**config.mk**
```make
export PLATFORM = sky130hd
export DESIGN_NAME = serial_addsub_seq
export DESIGN_NICKNAME = d
export VERILOG_FILES = /design/src/rtl/serial_addsub_seq.sv
export SDC_FILE = /design/constraint.sdc
export NUM_CORES = 1
export LEC_CHECK = 0
export ABC_AREA = 1
export CORE_MARGIN = 2
export CORE_UTILIZATION = 45
export DETAILED_ROUTE_END_ITERATION = 8
export HOLD_SLACK_MARGIN = 0.12
export PLACE_DENSITY_LB_ADDON = 0.25
export SLEW_MARGIN = 20
export SYNTH_ARGS = -nofsm -noshare
export SYNTH_HDL_FRONTEND = slang
export SYNTH_SLANG_ARGS = --single-unit
```
**constraint.sdc**
```tcl
create_clock -name clk -period 1.23 [get_ports clk]
set_input_delay 0.123 -clock clk [delete_from_list [all_inputs] [get_ports clk]]
set_output_delay 0.123 -clock clk [all_outputs]
set_load 0.005 [all_outputs]
```
**src/rtl/serial_addsub_seq.sv**
```systemverilog
// serial_addsub_seq: bit-serial add/sub/negate/pass sequencer around one shared full-adder cell
module serial_addsub_seq #(
    parameter int WIDTH = 4
) (
    input  logic             clk,
    input  logic             rst_n,
    input  logic             start,
    input  logic [1:0]       op,
    input  logic [WIDTH-1:0] a,
    input  logic [WIDTH-1:0] b,
    output logic             busy,
    output logic             done,
    output logic [WIDTH-1:0] result,
    output logic             carry_out,
    output logic             overflow
);
    localparam int CW = $clog2(WIDTH);
    localparam logic [1:0] IDLE = 2'd0, RUN = 2'd1, DONE = 2'd2;
    localparam logic [CW-1:0] LAST = CW'(WIDTH - 1);
    logic [1:0]       state;
    logic [WIDTH-1:0] x, y, s, s_next;
    logic [CW-1:0]    cnt;
    logic             c, sum, co;
    always_comb begin
        sum    = x[0] ^ y[0] ^ c;
        co     = (x[0] & y[0]) | (c & (x[0] ^ y[0]));
        s_next = {sum, s[WIDTH-1:1]};
    end
    assign busy = state == RUN;
    assign done = state == DONE;
    always_ff @(posedge clk or negedge rst_n) begin
        if (!rst_n) begin
            state     <= IDLE;
            x         <= '0;
            y         <= '0;
            s         <= '0;
            c         <= 1'b0;
            cnt       <= '0;
            result    <= '0;
            carry_out <= 1'b0;
            overflow  <= 1'b0;
        end else begin
            case (state)
                IDLE, DONE: begin
                    if (start) begin
                        // sub is A + ~B + 1, negate is ~A + 0 + 1; pass adds zero with no carry-in
                        x     <= op == 2'b10 ? ~a : a;
                        y     <= op == 2'b01 ? ~b : (op == 2'b00 ? b : '0);
                        c     <= op == 2'b01 || op == 2'b10;
                        cnt   <= '0;
                        state <= RUN;
                    end else begin
                        state <= IDLE;
                    end
                end
                RUN: begin
                    s   <= s_next;
                    x   <= x >> 1;
                    y   <= y >> 1;
                    c   <= co;
                    cnt <= cnt == LAST ? '0 : cnt + 1'b1;
                    if (cnt == LAST) begin
                        result    <= s_next;
                        carry_out <= co;
                        overflow  <= c ^ co;
                        state     <= DONE;
                    end
                end
                default: state <= IDLE;
            endcase
        end
    end
endmodule

```
==> impl_metrics.yaml <==
routing:
  wl_per_cell_um: 11.31
  vias_per_cell: 4.884
  antenna_left: 0
  num_vias: 1011
  totalWireLength_mm: 2.342
  remaining_drc_errors: 0
  drtIter0Drc: 9
  drt-pass1-iter-count: 4
cells_and_area:
  final_common_cell: "nand2_1"
  final_util: 0.6915
  diodes: 0
  area_growth_pct: 43.22
  fillers: 195
  layout_common_cells: "nand2_1, dfrtp_1, nand3_1, buf_4, inv_1"
  regArea_um2: 550.5
  stdcell_area_um2: 1559
  final_cell_count_no_fill: 207
  drive_above_1_share: 0.2291
  multi_input_area_um2: 504.2
  nets: 198
power:
  power_frac_clock: 0.156
  powerDensity_nw_per_um2: 2272
  share_comb_of_total_power: 0.501
  ir_drop_uv: 1387
  p_leak_nw: 0.8433
  pwr-share-seq: 0.343
  p_switching_mw: 1.295
  p_sw_frac: 0.3656
  internal_power_mw: 2.248
yosys:
  syn_avg_cell_area_um2: 7.831
  synth_top_family_by_area: "simple AND/OR/NAND/NOR gates"
  synth-seq-cells: 22
  synthCells: 139
  synth-compound-area-share: 0.03678
  yosys-top-cells-area: "dfrtp_1, nand2_1, nand3_1"
  ys_types: 14
  synth_top_area_frac: 0.5057
  synthMuxAreaShare: 0
  yosysSeqAreaShare: 0.5057
  netlist_area_um2: 1089
  synth_adder_area_share: 0.06437
  ys_warn_count: 0
  synth-simple-area-share: 0.3103
  synth_area_leader_cell: "dfrtp_1"
  synth_xor_area_frac: 0.008046
  synth_nets: 157
clocking:
  cts.clk_slew.worst_paths_ns: 0.13
  cts_tree: "done"
  numCtsBuffers: 3
  htree_num_levels: 1
  clock_latency_ns: 0.31
  cts_root_buffer: "clkbuf_4"
  clock_path_buffers: 2
  cts.sinks: 22
worst_setup_path:
  path_delay_family: "flip-flops"
  cp_cell_sequence: "fa_2, xor2_1, nand2_1, nand2_1"
  crit_fanout: 3
  slowest_stage: "dfrtp_1"
  endpoint_kind: "register"
  r2r_slack_ns: 0.01
  arrival_ns: 1.43
  path_buf_inv: 0
  timing.critical_path.mode_cell: "nand2_1"
  rr_endpoint: "overflow"
  worstRegToRegCells: 4
  cp_slowest_stage_delay_ns: 0.43
  timing.rr.start: "x[0]"
  worstSetupPathType: "reg2reg"
  start_kind: "register"
  cp.required_ns: 1.44
place:
  globalplace.congestion: 0.7853
  post-place-cells: 194
  io_buffers: 20
  placed_area_um2: 1396
  dpl.hpwl_mm: 1.689
floorplanning:
  start_util: 0.4828
  fp.coreArea_um2: 2255
  die-height_um: 53.19
  ioPinCount: 21
  chipWidth_um: 53.19
  fp-row-count: 17
  die_area_um2: 2829
job:
  drv_cap: 0
global_routing:
  grt_pass1_vias: 996
  grt_usage: 0.1942
  grt_pass1_wl_mm: 4.002
  antenna_found_initial: 0
  gr-total-overflow: 0
  grt_max_degree: 23
timing:
  post-route-min-period_ns: 1.220
  tns_ns: 0
  slew_headroom: 0.8096
  finalCritPeriodShare: 0.9920
  drv_slew: 0
  setup_viol: 0
  tightest_slew_ns: 0.2856
  rsz0062_at_grt: "yes"
  fmax_mhz: 819.6
  finalHoldViolCount: 0
  finalClockSkew_ns: 0.01051
run_status:
  status: "completed"
worst_hold_path:
  hp-class: "in2async"
[flip-flops by register name, indices dropped and copies added, names as in the netlist]
register / count
c: 1
carry_out: 1
cnt: 2
overflow: 1
result: 4
s: 3
state: 2
x: 4
y: 4
[layout make-up]
| class | count | share of cell area |
|---|---|---|
| sequential | 22 | 0.3531 |
| multi-input combinational | 97 | 0.3234 |
| timing repair buffer | 39 | 0.2247 |
| inverter | 17 | 0.04254 |
| tap | 28 | 0.02247 |
| clock inverter | 1 | 0.01926 |
| clock buffer | 3 | 0.01445 |
[per-stage QoR]
stage | power (mW) | hold WS, ns | worst slack [ns]
after detailed placement | 2.716 | 0.4639 | -0.1264
final | 3.543 | 0.1400 | 0.009820
after floorplan | 2.029 | -0.1726 | 0.02833
after CTS | 3.373 | 0.1462 | 0.001011
after global routing | 3.860 | 0.1799 | -0.03670
after global placement | 2.646 | 0.4586 | -0.07803
[power by group through the flow]
| stage | Sequential [mW] | Combinational, mW | Clock [mW] |
|---|---|---|---|
| floorplan | 1.22 | 0.807 | 0 |
| global placement | 1.23 | 1.42 | 0 |
| detailed placement | 1.25 | 1.47 | 0 |
| CTS | 1.21 | 1.60 | 0.565 |
| global route | 1.25 | 2.01 | 0.600 |
| finish | 1.21 | 1.78 | 0.553 |
[metal layers]
layer / GRT usage / up-vias / wire length, um
li1: - / 514 / -
met4: 0.05128 / 0 / 15
met2: 0.3813 / 17 / 1206
met5: 0 / - / 0
met1: 0.2151 / 478 / 1049
met3: 0.02542 / 2 / 70
[Yosys cell counts, drive strengths merged]
library cell / number
o21ai: 8
nand2: 53
inv: 17
buf: 3
ha: 4
dfrtp: 22
fa: 1
xor2: 1
nor2: 13
nand3: 17
[logic make-up (layout without fill, tap and decap cells)]
family | after synthesis | after routing
AND/OR/NAND/NOR | 83 | 83
flip-flops | 22 | 22
adder cells (fa/ha/maj) | 5 | 5
XOR/XNOR | 1 | 1
buffers and inverters | 20 | 60
AO/OA/AOI/OAI | 8 | 8
[what timing repair did]
item | CTS | global route
pin swaps | 1 | 4
cloned | 0 | 0
setup endpoints to repair | 12 | 17
hold buffers | 0 | 0
setup buffers | 7 | 2
resized for setup | 17 | 16
[worst max-delay path by stage]
stage,from,end,depth (start not counted)
after CTS,c,result[3],3
after global placement,op[0],x[0],7
after detailed placement,op[0],x[1],7
after global routing,x[0],overflow,4
after floorplan,c,result[3],3
final,x[0],overflow,4
(Power assumes the default switching activity.)
